**src/rtl/wrr2_txq_stage_pkg.sv**
```systemverilog
// Shared definitions for the two-channel TX descriptor staging block.
package wrr2_txq_stage_pkg;

  // Default descriptor width in bits.
  localparam int DEFAULT_DW = 64;

  // Source channel identifier carried alongside each output descriptor.
  typedef logic [0:0] src_id_t;

  localparam src_id_t CH0 = 1'b0;
  localparam src_id_t CH1 = 1'b1;

endpackage

```
**src/rtl/wrr2_txq_stage_sync_fifo.sv**
```systemverilog
// Synchronous single-clock FIFO with occupancy count and a head output
// read from the entry addressed by the registered read pointer.
module sync_fifo #(
  parameter int DW    = 64,
  parameter int DEPTH = 8,
  parameter int CW    = $clog2(DEPTH + 1)
) (
  input  logic          clk,
  input  logic          rst,
  input  logic          push,
  input  logic [DW-1:0] push_data,
  input  logic          pop,
  output logic [DW-1:0] head,
  output logic          full,
  output logic          empty,
  output logic [CW-1:0] count
);

  localparam int AW = (DEPTH > 1) ? $clog2(DEPTH) : 1;

  logic [DW-1:0] mem [DEPTH];
  logic [AW-1:0] wr_ptr;
  logic [AW-1:0] rd_ptr;
  logic [CW-1:0] cnt;
  logic          do_push;
  logic          do_pop;

  // Full is judged on registered occupancy, so a full FIFO only accepts
  // again in the cycle after a pop has lowered the count.
  assign full    = (cnt == CW'(DEPTH));
  assign empty   = (cnt == '0);
  assign count   = cnt;
  assign do_push = push & ~full;
  assign do_pop  = pop & ~empty;
  assign head    = mem[rd_ptr];

  // Pointers wrap modulo DEPTH naturally because DEPTH is a power of two.
  always_ff @(posedge clk) begin
    if (rst) begin
      wr_ptr <= '0;
      rd_ptr <= '0;
      cnt    <= '0;
    end else begin
      if (do_push) wr_ptr <= wr_ptr + AW'(1);
      if (do_pop)  rd_ptr <= rd_ptr + AW'(1);
      case ({do_push, do_pop})
        2'b10:   cnt <= cnt + CW'(1);
        2'b01:   cnt <= cnt - CW'(1);
        default: cnt <= cnt;
      endcase
    end
  end

  // Storage array; contents are don't-care until written, so no reset.
  always_ff @(posedge clk) begin
    if (do_push) mem[wr_ptr] <= push_data;
  end

endmodule

```
**src/rtl/wrr2_txq_stage.sv**
```systemverilog
// Two-channel descriptor buffer feeding a 2-way WRR arbiter: FIFO status
// becomes requests, grants pop the winning head into one output register.
module wrr2_txq_stage
  import wrr2_txq_stage_pkg::*;
#(
  parameter int DW    = DEFAULT_DW,
  parameter int DEPTH = 8,
  parameter int CW    = $clog2(DEPTH + 1)
) (
  input  logic          clk,
  input  logic          rst,
  input  logic          in0_valid,
  output logic          in0_ready,
  input  logic [DW-1:0] in0_data,
  input  logic          in1_valid,
  output logic          in1_ready,
  input  logic [DW-1:0] in1_data,
  output logic          arb_req_val,
  output logic          arb_req0,
  output logic          arb_req1,
  output logic          arb_gnt_busy,
  input  logic          arb_gnt0,
  input  logic          arb_gnt1,
  output logic          out_valid,
  input  logic          out_ready,
  output logic [DW-1:0] out_data,
  output logic          out_src,
  output logic [CW-1:0] occ0,
  output logic [CW-1:0] occ1,
  output logic          err_gnt
);

  logic [DW-1:0] head0;
  logic [DW-1:0] head1;
  logic          full0;
  logic          full1;
  logic          empty0;
  logic          empty1;
  logic          pop0;
  logic          pop1;
  logic          gnt_any;
  logic          gnt_bad;
  src_id_t       src_q;

  sync_fifo #(.DW(DW), .DEPTH(DEPTH), .CW(CW)) u_fifo0 (
    .clk       (clk),
    .rst       (rst),
    .push      (in0_valid),
    .push_data (in0_data),
    .pop       (pop0),
    .head      (head0),
    .full      (full0),
    .empty     (empty0),
    .count     (occ0)
  );

  sync_fifo #(.DW(DW), .DEPTH(DEPTH), .CW(CW)) u_fifo1 (
    .clk       (clk),
    .rst       (rst),
    .push      (in1_valid),
    .push_data (in1_data),
    .pop       (pop1),
    .head      (head1),
    .full      (full1),
    .empty     (empty1),
    .count     (occ1)
  );

  // Requests come purely from registered FIFO state, never from in*_valid.
  assign in0_ready    = ~full0;
  assign in1_ready    = ~full1;
  assign arb_req0     = ~empty0;
  assign arb_req1     = ~empty1;
  assign arb_req_val  = arb_req0 | arb_req1;
  assign arb_gnt_busy = out_valid & ~out_ready;

  // A double grant resolves to channel 0; channel 1 is only popped when it
  // holds the sole grant.
  assign pop0    = arb_gnt0 & ~arb_gnt_busy & ~empty0;
  assign pop1    = arb_gnt1 & ~arb_gnt0 & ~arb_gnt_busy & ~empty1;
  assign gnt_any = arb_gnt0 | arb_gnt1;
  assign gnt_bad = (arb_gnt0 & arb_gnt1)
                 | (arb_gnt0 & empty0)
                 | (arb_gnt1 & empty1)
                 | (gnt_any & arb_gnt_busy);

  assign out_src = src_q[0];

  // Output register: load on a pop, drain on out_ready, hold otherwise.
  always_ff @(posedge clk) begin
    if (rst) begin
      out_valid <= 1'b0;
      out_data  <= '0;
      src_q     <= CH0;
    end else if (pop0) begin
      out_valid <= 1'b1;
      out_data  <= head0;
      src_q     <= CH0;
    end else if (pop1) begin
      out_valid <= 1'b1;
      out_data  <= head1;
      src_q     <= CH1;
    end else if (out_ready) begin
      out_valid <= 1'b0;
    end
  end

  // Sticky flag for any grant the stage could not legally honour.
  always_ff @(posedge clk) begin
    if (rst) begin
      err_gnt <= 1'b0;
    end else if (gnt_bad) begin
      err_gnt <= 1'b1;
    end
  end

endmodule
```
**config.mk**
```make
export PLATFORM = sky130hd
export DESIGN_NAME = wrr2_txq_stage
export DESIGN_NICKNAME = d
export VERILOG_FILES = /design/src/rtl/wrr2_txq_stage_pkg.sv /design/src/rtl/wrr2_txq_stage_sync_fifo.sv /design/src/rtl/wrr2_txq_stage.sv
export SDC_FILE = /design/constraint.sdc
export NUM_CORES = 1
export LEC_CHECK = 0
export BUFFER_PORTS_ARGS = -buffer_cell sky130_fd_sc_hd__buf_2
export CELL_PAD_IN_SITES_DETAIL_PLACEMENT = 0
export CELL_PAD_IN_SITES_GLOBAL_PLACEMENT = 1
export CORE_MARGIN = 5
export CORE_UTILIZATION = 52
export CTS_CLUSTER_SIZE = 25
export DETAILED_ROUTE_END_ITERATION = 16
export GPL_ROUTABILITY_DRIVEN = 0
export PLACE_DENSITY_LB_ADDON = 0.3
export SYNTH_ARGS = -nofsm -noshare
export SYNTH_HDL_FRONTEND = slang
export SYNTH_SLANG_ARGS = --single-unit
```
**constraint.sdc**
```tcl
create_clock -name clk -period 22.7 [get_ports clk]
set_input_delay 5.675 -clock clk [delete_from_list [all_inputs] [get_ports clk]]
set_output_delay 5.675 -clock clk [all_outputs]
set_load 0.02 [all_outputs]
```
* Yosys cells after proc, flatten, opt, wreduce, memory -nomap -nowiden
Memory sizes are Yosys's and may differ from the RTL's. A register that Yosys moved wholly into a read port is not among the register bits.
Cells that the tools add are included.
** Word-level totals
- Register bits :: 87
- Memories kept :: 2
- Memory bits (writable) :: 1024
- Logic and storage cells :: 74
** Cells by class
- Add/sub/neg operators :: 8
- Muxes and demuxes :: 15
- Eq/ne operators :: 6
- Reduce and logical (&&, ||, !) cells :: 7
- Bitwise operators :: 26
** Memory list
- u_fifo0.mem :: words 8, width 64, read ports 1, clocked after memory_dff 1, wr ports 1, line wrr2_txq_stage_sync_fifo.sv:21 : logic [DW-1:0] mem [DEPTH];
- u_fifo1.mem :: words 8, width 64, read ports 1, clocked after memory_dff 1, wr ports 1, line wrr2_txq_stage_sync_fifo.sv:21
** Operator list (number)
- $mux W64 :: 2
- $pmux W4 S2 :: 2
- $and A1 B1 Y1 :: 14
- $add A3 B1 Y3 const B :: 4
- $mux W3 :: 4
- $add A4 B1 Y4 const B :: 2
- $eq A4 B4 Y1 const B :: 2
- $logic_not A4 Y1 :: 2
- $sub A4 B1 Y4 const B :: 2
- $mux W1 :: 7
- $not A1 Y1 :: 7
- $reduce_bool A2 Y1 :: 3
- $or A1 B1 Y1 :: 5
- $eq A2 B1 Y1 const B :: 2
- $eq A2 B2 Y1 const B :: 2
- $reduce_bool A3 Y1 :: 1
- $reduce_or A2 Y1 :: 1

* Depth between registers and ports, before layout
- Depth after elaboration :: 8
- Mapped depth :: 13
- Gate-level depth less buffers :: 10

* Hierarchy
Synthesis repeated with hierarchy kept, for this count alone.
** Unflattened totals
- Cell total of the unflattened synthesis :: 2037
- Area total of the unflattened synthesis :: 43526.7 um^2
** Modules (own cells, without submodules)
- sync_fifo :: area each 19875.3 um^2, times used 2, cells each 813
- wrr2_txq_stage :: area each 3776.1 um^2, times used 1, cells each 411

* Worst setup path before layout
OpenSTA, ideal clock, no wires.
- Kind :: input to register
- Start :: in in1_valid
- End :: mem u_fifo1.mem[0][0], enable pin
- Setup slack :: 10.205 ns
- Library setup time :: 0.644 ns
- Cell stages on the path :: 2
- Arrival time :: 11.852 ns
- Path buffers :: 0
- Path through :: nand2_2 > nor4_1
** On the way
- Longest elaborated chain between the ends :: 3
** Ends and longest elaborated chain
- start: declaration :: line wrr2_txq_stage.sv:15 : input logic in1_valid,
- $and A1 B1 Y1 :: line wrr2_txq_stage_sync_fifo.sv:33 : assign do_push = push & ~full;
- $mux W1 :: line wrr2_txq_stage_sync_fifo.sv:56 : if (do_push) mem[wr_ptr] <= push_data;
- $mux W1 (not written as such) :: line wrr2_txq_stage_sync_fifo.sv:56
- end: declaration :: line wrr2_txq_stage_sync_fifo.sv:21
Every way passes these cells.

* Final worst setup path
- Start :: in out_ready
- End :: out arb_gnt_busy
** On the way
- Longest elaborated chain between the ends :: 2
** Ends and longest elaborated chain
- start: declaration :: line wrr2_txq_stage.sv:25 : input logic out_ready,
- $not A1 Y1 :: line wrr2_txq_stage.sv:75 : assign arb_gnt_busy = out_valid & ~out_ready;
- $and A1 B1 Y1 :: line wrr2_txq_stage.sv:75
- end: declaration :: line wrr2_txq_stage.sv:21 : output logic arb_gnt_busy,
Every way passes these cells.

==> parameters.txt <==
Parameter                              Value

Clock network
  Number of buffers created by CTS ... 106
  Number of clock sinks ... 1117
  Deepest clock path buffer count ... 3
  Root buffer selected by CTS ... sky130_fd_sc_hd__clkbuf_16
  Post-cts resize count ... 0
  Post CTS Setup Buffer Count ... 0
  CTS tree ... done
  Clock latency on the worst-skew pair ... 660 ps
  Number of hold-repair buffers added at the cts stage ... 0
  Clock slew at the register clock pins of the worst setup and hold paths ... 60 ps
  Maximum level of the CTS H-tree ... 3

Route
  Final WL ... 96.9 mm
  Per-cell routed wire length ... 27.2 um
  First-iteration detailed-routing DRC count ... 1829
  Routed vias ... 21400
  Remaining design rule violation count ... 0
  Number of vias per cell after detailed routing ... 6.01
  Length of the first detailed-routing pass in iterations ... 6
  Remaining antenna violation count after routing ... 0

Global routing
  Antenna violations before repair ... 27
  Maximum number of pins on one net before global-route repair ... 76
  All-Layer GR Usage ... 22.0%
  Total congestion overflow after global routing ... 0
  Vias in the first global route ... 21500
  Wire length of the first global-routing pass ... 142 mm

Timing
  Slew margin rel. ... 23.5%
  Post-layout minimum cycle time ... 12120 ps
  Setup skew after layout ... 20.2 ps
  Setup Viol. Count Final ... 0
  Fmax ... 82.5 MHz
  Setup repair after global routing missed its margin ... no
  Actual transition at the worst max-transition pin ... 1150 ps
  Fin Setup TNS ... 0 ps
  Setup ws final ... 10580 ps
  Number of pins exceeding their max-slew limit in the final report ... 0
  Final critical-path share of the clock period ... 53.4%
  Final hold vios ... 0

Worst setup path
  R2R Setup Slk ... 19290 ps
  Critical path startpoint category ... input port
  Worst reg2reg path endpoint ... out_data[6]$_SDFFE_PP0P_
  Required arrival time at the worst endpoint ... 17020 ps
  WS Path Type ... in -> out
  Depth of the most critical reg-to-reg path ... 6
  WP data arrival ... 6440 ps
  Nature of the critical path endpoint ... output pin
  Maximum net fanout on the critical path ... 9

Floorplan
  Horizontal die dimension ... 296 um
  Area of the die ... 87300 um2
  Die Y-Extent ... 296 um
  Number of rows in the core area ... 104
  Core box area ... 80700 um2
  Num ports ... 216
  Starting Density ... 52.5%

Logic synthesis
  Area contributors post-synth ... sky130_fd_sc_hd__edfxtp_1 (73%), sky130_fd_sc_hd__mux4_2 (6.8%), sky130_fd_sc_hd__mux2i_1 (6.1%)
  Most frequently used flop master after synthesis ... sky130_fd_sc_hd__edfxtp_1
  Total of warnings raised by yosys ... 0
  Most common library cells after synthesis ... sky130_fd_sc_hd__edfxtp_1 (1024), sky130_fd_sc_hd__mux2i_1 (258), sky130_fd_sc_hd__a22oi_1 (128), sky130_fd_sc_hd__mux4_2 (128), sky130_fd_sc_hd__dfxtp_1 (93)
  Fraction of post-synthesis cell area in the top cell type by area ... 72.5%
  Synth Area per Inst ... 19.6 um2
  Syn nets ... 2304
  Largest area contributor in the netlist ... sky130_fd_sc_hd__edfxtp_1
  Synthesized area ... 42400 um2
  Share of flip-flops with an asynchronous set or reset after synthesis ... 0%
  Number of synthesized flops with an enable pin ... 1024
  Count of state elements after synthesis ... 1117
  Gate count after technology mapping ... 2159
  Number of distinct library cells after synthesis ... 46
  Sequential-to-total area share from yosys stat ... 76.9%
  Cell with the most instances after synthesis ... sky130_fd_sc_hd__edfxtp_1

Cells and area
  Area overhead of the layout relative to synthesis ... 14.0%
  Layout Nets ... 2536
  Fraction of layout cells with a size suffix above 1 ... 25.7%
  Number of cells in the finished layout apart from fillers ... 3559

Pwr
  Maximum ir drop on the vdd rail ... 0.0000727 V
  Power per unit of standard cell area ... 108 nW/um2
  Leakage Power ... 15.3 nW

Placed design
  Inst Count DP ... 3343
  Hpwl dp ... 55.7 mm
  Number of buffers inserted by port buffering ... 215
  Pre-CTS setup slack ... 10580 ps

Min path
  Hold path depth ... 2
  Hold wc startpoint ... u_fifo0.rd_ptr[1]$_SDFFE_PP0P_
  Worst Hold Class ... reg -> reg

Job
  Max-cap check violation count ... 0

Status
  Outcome ... finished clean
==> worst max-delay path, cell delays in order <==
cell	delay, ps
sky130_fd_sc_hd__buf_2	100
sky130_fd_sc_hd__nand2b_1	370
sky130_fd_sc_hd__inv_1	120
sky130_fd_sc_hd__buf_2	180
==> power by group <==
group / internal (mW) / switching (mW)
combinational: 0.364 / 0.535
sequential: 2.38 / 0.0941
clock: 1.11 / 0.732
==> per-stage QoR <==
step / instance area [um2] / total power, mW / util, % / hold slack (ps)
6_report: 48300 / 5.22 / 59.9 / 489
5_1_grt: 48300 / 5.42 / 59.8 / 525
4_1_cts: 48300 / 5.27 / 59.8 / 492
3_5_place_dp: 44500 / 3.43 / 55.2 / 475
3_3_place_gp: 44500 / 3.41 / 55.2 / 465
2_1_floorplan: 42400 / 3.16 / - / 454
==> kinds of logic after synthesis <==
group	share of synthesized area [%]
flip-flops	76.9
multiplexers	12.9
AO/OA/AOI/OAI	5.92
AND/OR/NAND/NOR	1.92
buffers and inverters	1.77
XOR/XNOR	0.269
adder cells (fa/ha/maj)	0.295
==> how the worst max path moves through the flow <==
stage | depth (start not counted) | start | slack (ps) | end
after CTS | 4 | out_ready | 10570 | arb_gnt_busy
after floorplan | 2 | in1_valid | 10200 | u_fifo1.mem[0][0]$_DFFE_PP_
after global placement | 4 | out_ready | 10570 | arb_gnt_busy
final | 4 | out_ready | 10580 | arb_gnt_busy
after global routing | 4 | out_ready | 10510 | arb_gnt_busy
after detailed placement | 4 | out_ready | 10580 | arb_gnt_busy
==> cell usage in the layout (no fill, tap or decap), types with 5 or more instances in the layout <==
cell type                   netlist  final
sky130_fd_sc_hd__a211oi_1        33     33
sky130_fd_sc_hd__a211oi_2        32     32
sky130_fd_sc_hd__a21oi_1         57     57
sky130_fd_sc_hd__a21oi_2         18     18
sky130_fd_sc_hd__a22oi_1        128    128
sky130_fd_sc_hd__buf_2           50    214
sky130_fd_sc_hd__buf_4            9     47
sky130_fd_sc_hd__bufinv_16        0     15
sky130_fd_sc_hd__clkbuf_1        60     28
sky130_fd_sc_hd__clkbuf_16        0    109
sky130_fd_sc_hd__clkbuf_8         0     18
sky130_fd_sc_hd__clkinv_1         0     10
sky130_fd_sc_hd__clkinv_2         0     13
sky130_fd_sc_hd__dfxtp_1         93     90
sky130_fd_sc_hd__diode_2          0     14
sky130_fd_sc_hd__edfxtp_1      1024   1024
sky130_fd_sc_hd__ha_1            10     10
sky130_fd_sc_hd__mux2i_1        258    258
sky130_fd_sc_hd__mux4_2         128    128
sky130_fd_sc_hd__nand2_1         10     10
sky130_fd_sc_hd__nand2b_1         5      5
sky130_fd_sc_hd__nand3_1         74     74
sky130_fd_sc_hd__nor2_1          23     16
sky130_fd_sc_hd__nor2_4           0      7
sky130_fd_sc_hd__nor3_2           0      8
sky130_fd_sc_hd__o21ai_0          7      7
sky130_fd_sc_hd__o22ai_1         64     64
sky130_fd_sc_hd__xor2_1          11     11
==> flip-flops by register name, summed over array words and instances (netlist names), named ones only <==
register and cells:
u_fifo1.rd_ptr 3, u_fifo0.wr_ptr 3, u_fifo1.count 4, u_fifo0.mem 512
out_valid 1, u_fifo0.rd_ptr 3, out_src 1, u_fifo0.count 4
out_data 64, u_fifo1.wr_ptr 3, u_fifo1.mem 512, err_gnt 1
==> cell type report <==
type                    instances  area (um2)
inverters                       4        15.0
fillers                      5734       32400
clock inverters                47         654
flip-flops and latches       1117       32600
repair buffers                261        1420
diodes                         14        35.0
well taps                    1060        1330
clock buffers                 155        3080
multi-input cells             901        9160
==> layer usage <==
layer	vias up	GRT usage, %	routed length [um]
met2	648	36.0	47900
met4	24	5.17	1730
li1	9399	-	-
met3	143	4.21	6400
met1	11200	31.4	40700
met5	-	0	149
Note: power is estimated with default switching activity, not from simulation.
